$ cat config.mk
export PLATFORM = sky130hd
export DESIGN_NAME = rooth_test_monitor
export DESIGN_NICKNAME = d
export VERILOG_FILES = /design/src/rtl/rooth_test_monitor_pkg.sv /design/src/rtl/rooth_wb_snoop.sv /design/src/rtl/rooth_test_monitor.sv
export SDC_FILE = /design/constraint.sdc
export NUM_CORES = 1
export LEC_CHECK = 0
export BUFFER_PORTS_ARGS = -buffer_cell sky130_fd_sc_hd__buf_2
export CAP_MARGIN = 20
export CORE_ASPECT_RATIO = 2
export CORE_MARGIN = 4
export CORE_UTILIZATION = 50
export DETAILED_ROUTE_END_ITERATION = 8
export GPL_ROUTABILITY_DRIVEN = 0
export GPL_TIMING_DRIVEN = 0
export PLACE_DENSITY_LB_ADDON = 0.05
export SKIP_CTS_REPAIR_TIMING = 1
export SLEW_MARGIN = 10
export SYNTH_ARGS = -nofsm -noshare
export SYNTH_HDL_FRONTEND = slang
export SYNTH_SLANG_ARGS = --single-unit
$ cat constraint.sdc
create_clock -name clk -period 3.32 [get_ports clk]
set_input_delay 0.166 -clock clk [delete_from_list [all_inputs] [get_ports clk]]
set_output_delay 0.166 -clock clk [all_outputs]
set_load 0.02 [all_outputs]
$ cat src/rtl/rooth_test_monitor_pkg.sv
// Shared types and constants for the rooth_soc instruction-test monitor.
package rooth_test_monitor_pkg;

    localparam int unsigned REG_ADDR_W = 5;

    typedef enum logic [2:0] {
        TM_IDLE,
        TM_CORE_RST,
        TM_RUN,
        TM_CHECK,
        TM_FINISH
    } tm_state_e;

endpackage

$ cat src/rtl/rooth_wb_snoop.sv
// Snoops register-file write-back: keeps pass/test-number shadows and flags the done write.
module rooth_wb_snoop
    import rooth_test_monitor_pkg::*;
#(
    parameter int unsigned CPU_WIDTH = 32,
    parameter int unsigned DONE_REG  = 26,
    parameter int unsigned PASS_REG  = 27,
    parameter int unsigned TNUM_REG  = 3
) (
    input  logic                  clk,
    input  logic                  rst,
    input  logic                  clear,
    input  logic                  en,
    input  logic                  wb_we,
    input  logic [REG_ADDR_W-1:0] wb_addr,
    input  logic [CPU_WIDTH-1:0]  wb_data,
    output logic                  pass_flag,
    output logic [CPU_WIDTH-1:0]  tnum,
    output logic                  done_c
);

    logic wr_ok_c;

    // x0 is hard-wired to zero in the core, so writes to it never carry information
    assign wr_ok_c = en && wb_we && (wb_addr != '0);
    assign done_c  = wr_ok_c && (wb_addr == REG_ADDR_W'(DONE_REG))
                     && (wb_data == CPU_WIDTH'(1));

    always_ff @(posedge clk or posedge rst) begin
        if (rst) begin
            pass_flag <= 1'b0;
            tnum      <= '0;
        end else if (clear) begin
            pass_flag <= 1'b0;
            tnum      <= '0;
        end else if (wr_ok_c) begin
            if (wb_addr == REG_ADDR_W'(PASS_REG)) begin
                pass_flag <= (wb_data == CPU_WIDTH'(1));
            end
            if (wb_addr == REG_ADDR_W'(TNUM_REG)) begin
                tnum <= wb_data;
            end
        end
    end

endmodule

$ cat src/rtl/rooth_test_monitor.sv
// Sequences TEST_NUM core runs, judges each from write-back snooping and reports status.
module rooth_test_monitor
    import rooth_test_monitor_pkg::*;
#(
    parameter int unsigned CPU_WIDTH    = 32,
    parameter int unsigned TEST_NUM     = 45,
    parameter int unsigned IDX_W        = 6,
    parameter int unsigned DONE_REG     = 26,
    parameter int unsigned PASS_REG     = 27,
    parameter int unsigned TNUM_REG     = 3,
    parameter int unsigned RST_CYC      = 2,
    parameter int unsigned TIMEOUT_CYC  = 50000,
    parameter int unsigned TO_W         = 16,
    parameter int unsigned STOP_ON_FAIL = 1
) (
    input  logic                  clk,
    input  logic                  rst,
    input  logic                  start_i,
    input  logic                  wb_we_i,
    input  logic [REG_ADDR_W-1:0] wb_addr_i,
    input  logic [CPU_WIDTH-1:0]  wb_data_i,
    output logic                  core_rst_n_o,
    output logic [IDX_W-1:0]      test_idx_o,
    output logic                  test_done_o,
    output logic                  test_pass_o,
    output logic [IDX_W-1:0]      fail_cnt_o,
    output logic [IDX_W-1:0]      fail_idx_o,
    output logic [CPU_WIDTH-1:0]  fail_tnum_o,
    output logic                  timeout_o,
    output logic                  busy_o,
    output logic                  all_done_o,
    output logic                  all_pass_o
);

    localparam int unsigned RST_W = (RST_CYC > 1) ? $clog2(RST_CYC) : 1;

    tm_state_e            state;
    logic [RST_W-1:0]     rst_cnt;
    logic [TO_W-1:0]      to_cnt;
    logic                 pass_flag;
    logic [CPU_WIDTH-1:0] tnum;
    logic                 done_c;
    logic                 run_end_c;
    logic                 run_pass_c;
    logic                 stop_c;

    rooth_wb_snoop #(
        .CPU_WIDTH (CPU_WIDTH),
        .DONE_REG  (DONE_REG),
        .PASS_REG  (PASS_REG),
        .TNUM_REG  (TNUM_REG)
    ) u_snoop (
        .clk       (clk),
        .rst       (rst),
        .clear     (state == TM_CORE_RST),
        .en        (state == TM_RUN),
        .wb_we     (wb_we_i),
        .wb_addr   (wb_addr_i),
        .wb_data   (wb_data_i),
        .pass_flag (pass_flag),
        .tnum      (tnum),
        .done_c    (done_c)
    );

    // A done write in the last allowed cycle beats the timeout
    assign run_end_c  = done_c || (to_cnt == TO_W'(TIMEOUT_CYC - 1));
    assign run_pass_c = done_c && pass_flag;
    assign stop_c     = (!test_pass_o && (STOP_ON_FAIL != 0))
                        || (test_idx_o == IDX_W'(TEST_NUM - 1));

    always_ff @(posedge clk or posedge rst) begin
        if (rst) begin
            state        <= TM_IDLE;
            rst_cnt      <= '0;
            to_cnt       <= '0;
            core_rst_n_o <= 1'b0;
            test_idx_o   <= '0;
            test_done_o  <= 1'b0;
            test_pass_o  <= 1'b0;
            fail_cnt_o   <= '0;
            fail_idx_o   <= '0;
            fail_tnum_o  <= '0;
            timeout_o    <= 1'b0;
            busy_o       <= 1'b0;
            all_done_o   <= 1'b0;
            all_pass_o   <= 1'b0;
        end else begin
            test_done_o <= 1'b0;
            case (state)
                TM_IDLE, TM_FINISH: begin
                    if (start_i) begin
                        state       <= TM_CORE_RST;
                        rst_cnt     <= '0;
                        busy_o      <= 1'b1;
                        test_idx_o  <= '0;
                        fail_cnt_o  <= '0;
                        fail_idx_o  <= '0;
                        fail_tnum_o <= '0;
                        timeout_o   <= 1'b0;
                        all_done_o  <= 1'b0;
                        all_pass_o  <= 1'b0;
                    end
                end
                TM_CORE_RST: begin
                    to_cnt <= '0;
                    if (rst_cnt == RST_W'(RST_CYC - 1)) begin
                        state        <= TM_RUN;
                        core_rst_n_o <= 1'b1;
                    end else begin
                        rst_cnt <= rst_cnt + RST_W'(1);
                    end
                end
                TM_RUN: begin
                    if (run_end_c) begin
                        state        <= TM_CHECK;
                        core_rst_n_o <= 1'b0;
                        test_done_o  <= 1'b1;
                        test_pass_o  <= run_pass_c;
                        if (!done_c) begin
                            timeout_o <= 1'b1;
                        end
                        // Counter still zero means this is the first failure of the sequence
                        if (!run_pass_c) begin
                            if (fail_cnt_o != '1) begin
                                fail_cnt_o <= fail_cnt_o + IDX_W'(1);
                            end
                            if (fail_cnt_o == '0) begin
                                fail_idx_o  <= test_idx_o;
                                fail_tnum_o <= tnum;
                            end
                        end
                    end else begin
                        to_cnt <= to_cnt + TO_W'(1);
                    end
                end
                TM_CHECK: begin
                    if (stop_c) begin
                        state      <= TM_FINISH;
                        busy_o     <= 1'b0;
                        all_done_o <= 1'b1;
                        all_pass_o <= (fail_cnt_o == '0);
                    end else begin
                        state      <= TM_CORE_RST;
                        rst_cnt    <= '0;
                        test_idx_o <= test_idx_o + IDX_W'(1);
                    end
                end
                default: state <= TM_IDLE;
            endcase
        end
    end

endmodule
==> results of run 1 <==
## critical path: stages, from the launching register on
cell and delay [ns]:
dfrtp_1 0.33, buf_4 0.14, or3b_1 0.41, or4_4 0.55, nor3_4 0.35, mux2i_2 0.36
a21o_1 0.16, clkbuf_2 0.25, clkbuf_2 0.29, a22o_1 0.18
## cell families (layout without fill, tap and decap cells)
family / Yosys count / count (layout) / share of synthesized area
buffers and inverters: 34 / 149 / 0.02841
multiplexers: 12 / 12 / 0.02552
flip-flops: 110 / 110 / 0.5788
AND/OR/NAND/NOR: 187 / 187 / 0.1852
XOR/XNOR: 7 / 7 / 0.01289
adder cells (fa/ha/maj): 5 / 5 / 0.01315
AO/OA/AOI/OAI: 107 / 107 / 0.1560
## area by class of cell
type	instances	area (um2)
plain buffers	25	105.1
clock buffers	12	246.5
clock inverters	4	55.05
fillers	788	3598
inverters	9	38.79
multi-input cells	318	1872
flip-flops and latches	110	2753
well taps	104	130.1
repair buffers	99	523.0
## cells in the mapped netlist (all sizes together) (2+ instances only)
| master | instances | area share |
|---|---|---|
| nand3 | 12 | 0.013 |
| ha | 5 | 0.013 |
| o211ai | 2 | 0.0032 |
| and3 | 4 | 0.0053 |
| a22o | 38 | 0.070 |
| inv | 9 | 0.0071 |
| nand2 | 93 | 0.073 |
| o21ai | 43 | 0.045 |
| nor4b | 4 | 0.0074 |
| nor2 | 31 | 0.024 |
| o41ai | 3 | 0.0055 |
| mux2i | 11 | 0.023 |
| dfrtp | 110 | 0.58 |
| xor2 | 4 | 0.0074 |
| nor4 | 9 | 0.012 |
| a31oi | 4 | 0.0053 |
| or3 | 2 | 0.0026 |
| a41o | 3 | 0.0063 |
| nand2b | 3 | 0.0039 |
| a21o | 2 | 0.0032 |
| nor3 | 5 | 0.0076 |
| clkbuf | 20 | 0.016 |
| nand4 | 7 | 0.0092 |
| a21oi | 5 | 0.0053 |
| xnor2 | 3 | 0.0055 |
| nand3b | 3 | 0.0047 |
| or2 | 4 | 0.0053 |
| o31ai | 3 | 0.0047 |
| and2 | 4 | 0.0053 |
| buf | 5 | 0.0055 |
## metal layers
metal | track usage | part of all wire | vias up | routed length [um]
met5 | 0 | 0 | - | 0
met4 | 0.1016 | 0.033 | 0 | 395
met3 | 0.03470 | 0.034 | 21 | 413
met2 | 0.4056 | 0.55 | 113 | 6617
met1 | 0.2541 | 0.38 | 1894 | 4634
li1 | - | - | 1859 | -
## placed cells by master (no fill, tap or decap), types with 2 or more instances in the layout
cell type,synthesis,layout
clkbuf_1,20,19
o211ai_1,2,2
and2_1,4,4
nor4b_1,4,4
or3_1,2,2
nand3b_1,3,3
nor4_1,9,9
a21oi_1,5,5
clkbuf_16,0,9
nand4_1,7,7
nand2b_1,3,3
a41o_1,3,3
dfrtp_1,110,110
buf_2,3,100
xnor2_1,3,3
clkbuf_2,0,3
inv_6,0,2
a22o_1,38,38
a31oi_1,4,4
or2_2,4,4
o41ai_1,3,3
nand3_1,12,12
a21o_1,2,2
and3_1,4,4
o21ai_0,43,43
o31ai_1,3,3
inv_1,9,8
nor2_1,31,31
xor2_1,4,4
mux2i_1,11,10
ha_1,5,5
nor3_1,4,4
nand2_1,93,93
## power by group through the flow
| stage | clock network (W) | logic (W) | registers, W |
|---|---|---|---|
| final | 0.00108 | 0.000963 | 0.00150 |
| after global routing | 0.00117 | 0.00107 | 0.00152 |
| after CTS | 0.00110 | 0.000964 | 0.00150 |
| after detailed placement | 0 | 0.000960 | 0.00153 |
| after global placement | 0 | 0.000940 | 0.00152 |
| after floorplan | 0 | 0.000563 | 0.00158 |
## flip-flops by register name (all words and copies together) (netlist names)
signal / count
u_snoop.pass_flag: 1
test_idx_o: 6
fail_idx_o: 6
test_pass_o: 1
fail_cnt_o: 6
to_cnt: 16
busy_o: 1
state: 3
rst_cnt: 1
all_done_o: 1
test_done_o: 1
u_snoop.tnum: 32
all_pass_o: 1
timeout_o: 1
fail_tnum_o: 32
core_rst_n_o: 1
## final timing paths
kind | end | cells past startpoint | from | slack (ns)
worst min-delay path | u_snoop.tnum[24] | 3 | wb_data_i[24] | 0.05
worst min register to register | all_done_o | 2 | all_done_o | 0.48
worst max-delay path | fail_idx_o[2] | 9 | state[1] | 0.23
min in group asynchronous | fail_tnum_o[10] | 3 | rst | 0.41
max in group asynchronous | u_snoop.tnum[20] | 4 | rst | 2.27
worst max register to register | fail_idx_o[2] | 9 | state[1] | 0.23
## stage by stage
stage                       util  cells  cell area [um2]  power (W)  setup slack, ns
final                     0.6140    681             5723   0.003546           0.2253
after global routing      0.6140    681             5723   0.003757         0.007696
after CTS                 0.6121    680             5705   0.003571          -0.1885
after detailed placement  0.5797    664             5404   0.002490          -0.1484
after global placement    0.5762    663             5371   0.002465          -0.9743
after floorplan                -    462             4756   0.002138           0.2517
==> metrics.cfg, run 1 <==
[outcome]
run_status = finished clean

[detailed_routing]
wl_per_cell_um = 17.71
initialDrtViolationCount = 212
drt.antenna.violating_nets = 0
via_count = 3887
wirelength_mm = 12.06
routed_via_density = 5.708
firstDrtPassIters = 5
drc_errors = 0

[global_routing]
grt_pass1_vias = 4055
grt_pass1_wl_mm = 20.04
grt-ovfl-total = 0
antenna_found_initial = 0
grt_max_degree = 66
grt_util_all_layers = 0.2239

[cts]
clockBufferDepth = 2
path_clk_slew_ns = 0.07
clock_sinks = 110
cts_tree = done
h-tree-depth = 3
cts_made_buffers = 9
clock-root-buffer = clkbuf_16
clkLatencyLatePin_ns = 0.34

[finish]
final_layout_size_suffix_gt1_frac = 0.2218
area_delta_synth_final_pct = 20.34
antenna-diode-count = 0
fin_nets = 618

[logic_synthesis]
yosys_most_used_dff = dfrtp_1
netlist_instances = 462
yosys.cell_types.count = 44
ys_ff_latch = 110
yosysSeqAreaShare = 0.5788
syn-num-nets = 508
synth_area_um2 = 4756
async_flop_share = 1.000
ys_warn_count = 0
synth.avg_cell_area_um2 = 10.29
synth-edff-count = 0

[critical_path]
start_kind = register
worstPathArrival_ns = 3.37
endpoint_kind = register
setup.worst_path.class = register to register
cp.required_ns = 3.59
crit_fanout = 10

[power]
switching_share = 0.3505
ir_drop_mv = 0.5257
power_frac_seq = 0.424
p_leak_nw = 2.877
p_sw_w = 0.001243
clkPwrFrac = 0.305
p_per_area_nw_per_um2 = 619.6
pwr-share-comb = 0.272
internal-power_w = 0.002303

[timing]
skew_ns = 0.009867
tightest_slew_ns = 0.9974
hold_viol_final = 0
final-setup-viol-count = 0
holdWs_ns = 0.04581
fin_setup_tns_ns = 0
grt_setup_unrepaired = no
fin_crit_ns = 3.095
relSlewSlack = 0.3300
slew_viol_final = 0
min_period_over_period = 0.9322
max_freq_mhz = 323.1

[min_path]
min_path_type = primary input to register

[die]
pin_count = 98
die_w_um = 76.96
design.die.area_um2 = 11230
rows = 50
start_util = 0.5102
die_h_um = 145.9
coreArea_um2 = 9321

[run]
maxCapViolations = 0

[placement]
portBuffers = 97
hpwl_mm = 9.143

(Power assumes the default switching activity.)
==> inputs of run 2 (changes only) <==
- clock period: 3.32 -> 2.9 ns (I/O delays scaled with it)
==> metrics.cfg, run 2 (same netlist as run 1, synthesis figures left out) <==
[critical_path]
cp.required_ns = 3.18
r2r-end = fail_tnum_o[2]
worstRegToRegCells = 9
worstPathArrival_ns = 3.07
r2r_setup_slack_ns = 0.11
endpoint_kind = register
setup.worst_path.class = register to register
start_kind = register
crit-reg2reg-launch = state[1]
crit_fanout = 10

[power]
fin_total_pwr_w = 0.004119
p_per_area_nw_per_um2 = 708.0
ir_drop_mv = 0.4923
pwr-share-comb = 0.286
clkPwrFrac = 0.297
switching_share = 0.3476
p_sw_w = 0.001432
p_leak_nw = 2.925
power_frac_seq = 0.417
internal-power_w = 0.002688

[die]
design.die.area_um2 = 11230
rows = 50
die_w_um = 76.96
die_h_um = 145.9
coreArea_um2 = 9321
pin_count = 98
start_util = 0.5102

[cts]
cts_made_buffers = 9
path_clk_slew_ns = 0.07
clockBufferDepth = 2
h-tree-depth = 3
cts_tree = done
clock_sinks = 110
clock-root-buffer = clkbuf_16
clkLatencyLatePin_ns = 0.34

[detailed_routing]
routed-wl-met3_um = 459
initialDrtViolationCount = 214
drt.antenna.violating_nets = 0
routed_via_density = 5.719
firstDrtPassIters = 6
wl_met1_mm = 4.538
met2_length_mm = 6.655
wl_per_cell_um = 17.73
wirelength_mm = 12.16
top_layer = met4
via_count = 3923
drc_errors = 0

[outcome]
run_status = finished clean

[finish]
final_cell_mix = dfrtp_1, buf_2, nand2_1, o21ai_0, a22o_1
area_delta_synth_final_pct = 22.34
final_cells = 686
final_layout_size_suffix_gt1_frac = 0.2405
final_area_um2 = 5818
antenna-diode-count = 0
reg.largest.list = fail_tnum_o (32), u_snoop.tnum (32), to_cnt (16)
final_common_cell = dfrtp_1
fin_nets = 624

[placement]
hpwl_mm = 9.410
portBuffers = 97
place_inst = 666
placed_area_um2 = 5435

[timing]
final-setup-viol-count = 0
tightest_slew_ns = 0.9090
fin_crit_ns = 2.792
max_freq_mhz = 358.1
grt_setup_unrepaired = yes
skew_ns = 0.006320
holdWs_ns = 0.02634
slew_viol_final = 0
relSlewSlack = 0.3917
min_period_over_period = 0.9629
hold_viol_final = 0

[min_path]
whs_endpoint = u_snoop.tnum[26]
min_path_type = primary input to register
hold_start = wb_data_i[26]
holdPathStages = 3

[global_routing]
grt-ovfl-total = 0
grt_pass1_vias = 4062
grt_pass1_wl_mm = 20.02
grt_util_all_layers = 0.2259
grt_max_degree = 35
antenna_found_initial = 0

[run]
maxCapViolations = 0

==> run 2: worst max-delay path by stage <==
stage / from / endpoint / depth (start not counted)
finish: state[1] / fail_tnum_o[2] / 9
detailed placement: state[1] / fail_tnum_o[1] / 9
global route: state[1] / fail_tnum_o[2] / 9
global placement: state[1] / fail_tnum_o[2] / 9
CTS: state[1] / fail_tnum_o[2] / 9
floorplan: state[1] / fail_idx_o[3] / 9
==> run 2: per-layer routing <==
| layer | up-vias | global-route usage |
|---|---|---|
| met5 | - | 0 |
| met4 | 0 | 0.1234 |
| met3 | 31 | 0.03841 |
| met2 | 108 | 0.4183 |
| met1 | 1916 | 0.2362 |
| li1 | 1868 | - |
==> run 2: critical path, stage by stage, from the launching register on <==
cell and delay, ns:
dfrtp_1 0.33, buf_4 0.14, or3b_4 0.40, or4_4 0.53
nor3_4 0.30, mux2i_4 0.35, a21o_1 0.17, buf_4 0.20
buf_6 0.16, a22o_1 0.15
==> run 2: area by class of cell <==
cell class,count,area [um2]
buffer,24,126.4
clock buffer,11,242.7
clock inverter,4,47.55
fill,818,3503
inverter,9,37.54
multi-input combinational,318,1891
sequential,110,2753
tap,104,130.1
timing repair buffer,106,590.6
==> run 2: through the flow <==
stage	util	setup WS, ns	setup TNS (ns)
after detailed placement	0.5831	-0.5786	-14.27
after global placement	0.5766	-0.5335	-12.05
after CTS	0.6142	-0.5994	-15.15
final	0.6242	0.1076	0
after floorplan	-	0.02535	0
after global routing	0.6242	-0.02148	-0.07170
==> run 2: power groups by stage <==
stage                     logic (W)  registers, W  clock network, W
final                       0.00118       0.00172           0.00122
after global routing        0.00131       0.00173           0.00130
after CTS                   0.00111       0.00172           0.00124
after detailed placement    0.00111       0.00175                 0
after global placement      0.00108       0.00174                 0
after floorplan            0.000645       0.00180                 0
==> inputs of run 3 (changes only) <==
- CORE_MARGIN: 4 -> 2
==> metrics.cfg, run 3 (same netlist as run 1, synthesis figures left out) <==
[outcome]
run_status = finished clean

[die]
pin_count = 98
rows = 50
die_h_um = 141.9
die_w_um = 72.96
start_util = 0.5102
design.die.area_um2 = 10350
coreArea_um2 = 9321

[critical_path]
slowest_stage = or4_4
crit-reg2reg-launch = state[1]
endpoint_kind = register
cp-startpoint = state[1]
start_kind = register
crit_fanout = 10
setup.worst_path.class = register to register
worstPathArrival_ns = 3.02
r2r-end = fail_tnum_o[4]
r2r_setup_slack_ns = 0.10
crit_path_frequent_cell = buf_4
worstRegToRegCells = 9
cp.required_ns = 3.12
cp_slowest_stage_delay_ns = 0.53
path_cells = buf_4 > or3b_4 > or4_4 > nor3_4 > mux2i_4 > nor2_2 > buf_6 > buf_4 > a22o_1

[finish]
reg.largest.list = fail_tnum_o (32), u_snoop.tnum (32), to_cnt (16)
area_delta_synth_final_pct = 22.26
final_layout_size_suffix_gt1_frac = 0.2388
antenna-diode-count = 0
fin_nets = 623
final_common_cell = dfrtp_1
final_cell_mix = dfrtp_1, buf_2, nand2_1, o21ai_0, a22o_1

[global_routing]
antenna_found_initial = 0
grt_pass1_vias = 3795
grt_pass1_wl_mm = 18.64
grt-ovfl-total = 0
grt_max_degree = 38
grt_util_all_layers = 0.2347

[detailed_routing]
routed_via_density = 5.688
via_count = 3902
drc_errors = 0
wirelength_mm = 11.89
drt.antenna.violating_nets = 0
firstDrtPassIters = 4
initialDrtViolationCount = 233
wl_per_cell_um = 17.33

[cts]
cts_made_buffers = 9
clockBufferDepth = 2
path_clk_slew_ns = 0.07
cts_tree = done
clkLatencyLatePin_ns = 0.34
h-tree-depth = 3
clock_sinks = 110
clock-root-buffer = clkbuf_16

[min_path]
min_path_type = primary input to register
hold_start = start_i
whs_endpoint = state[2]
holdPathStages = 2

[timing]
max_freq_mhz = 357.2
skew_ns = 0.008147
final-setup-viol-count = 0
relSlewSlack = 0.4186
tightest_slew_ns = 0.8689
slew_viol_final = 0
holdWs_ns = 0.02976
min_period_over_period = 0.9654
fin_crit_ns = 2.800
hold_viol_final = 0

[power]
fin_total_pwr_w = 0.004061
p_leak_nw = 2.910
p_per_area_nw_per_um2 = 698.5
ir_drop_mv = 0.5756

[placement]
hpwl_mm = 9.164
portBuffers = 97

[run]
maxCapViolations = 0

[run 3: changes by cell type in the layout (fill, tap and decap cells not counted), sizes merged]
cell / before / now
clkinvlp: 2 / 4
buf: 113 / 112
bufinv: 1 / 0
clkbuf: 27 / 28
clkinv: 2 / 1
[run 3: layout make-up]
type	count	area (um2)
fillers	804	3507
flip-flops and latches	110	2753
multi-input cells	318	1891
repair buffers	105	583.1
clock buffers	12	256.5
plain buffers	24	132.6
well taps	104	130.1
inverters	9	37.54
clock inverters	4	31.28
[run 3: worst max path at each step]
stage	to	slack, ns	cells after the start
5_1_grt	fail_tnum_o[4]	-0.0007	9
3_3_place_gp	fail_tnum_o[2]	-0.52	9
4_1_cts	fail_tnum_o[4]	-0.59	9
2_1_floorplan	fail_idx_o[3]	0.03	9
6_report	fail_tnum_o[4]	0.10	9
3_5_place_dp	fail_tnum_o[2]	-0.58	9
[run 3: stage by stage]
step	worst slack [ns]	TNS, ns	util	cell area (um2)	cells
final	0.1004	0	0.6238	5814	686
after global routing	-0.0006606	-0.0006606	0.6238	5814	686
after CTS	-0.5884	-14.42	0.6140	5723	682
after detailed placement	-0.5751	-13.84	0.5831	5435	666
after global placement	-0.5181	-11.64	0.5766	5375	663
after floorplan	0.02535	0	-	4760	462
[run 3: critical path, delay by kind of cell (launching register included)]
kind	cells	cell delay, ns
flip-flops	1	0.33
AO/OA/AOI/OAI	1	0.18
buffers and inverters	3	0.46
multiplexers	1	0.37
AND/OR/NAND/NOR	4	1.33
[run 3: layer usage]
layer	track usage	wire length, um
met1	0.2538	4529
met2	0.4316	6482
met3	0.03977	469
met4	0.1053	403
met5	0	0
[run 3: power breakdown]
group | leakage (nW) | switching [W] | total (W) | internal, W
registers | 1.51 | 0.0000884 | 0.00172 | 0.00163
clock network | 0.131 | 0.000534 | 0.00117 | 0.000632
logic | 1.27 | 0.000806 | 0.00118 | 0.000370
total | 2.91 | 0.00143 | 0.00406 | 0.00263
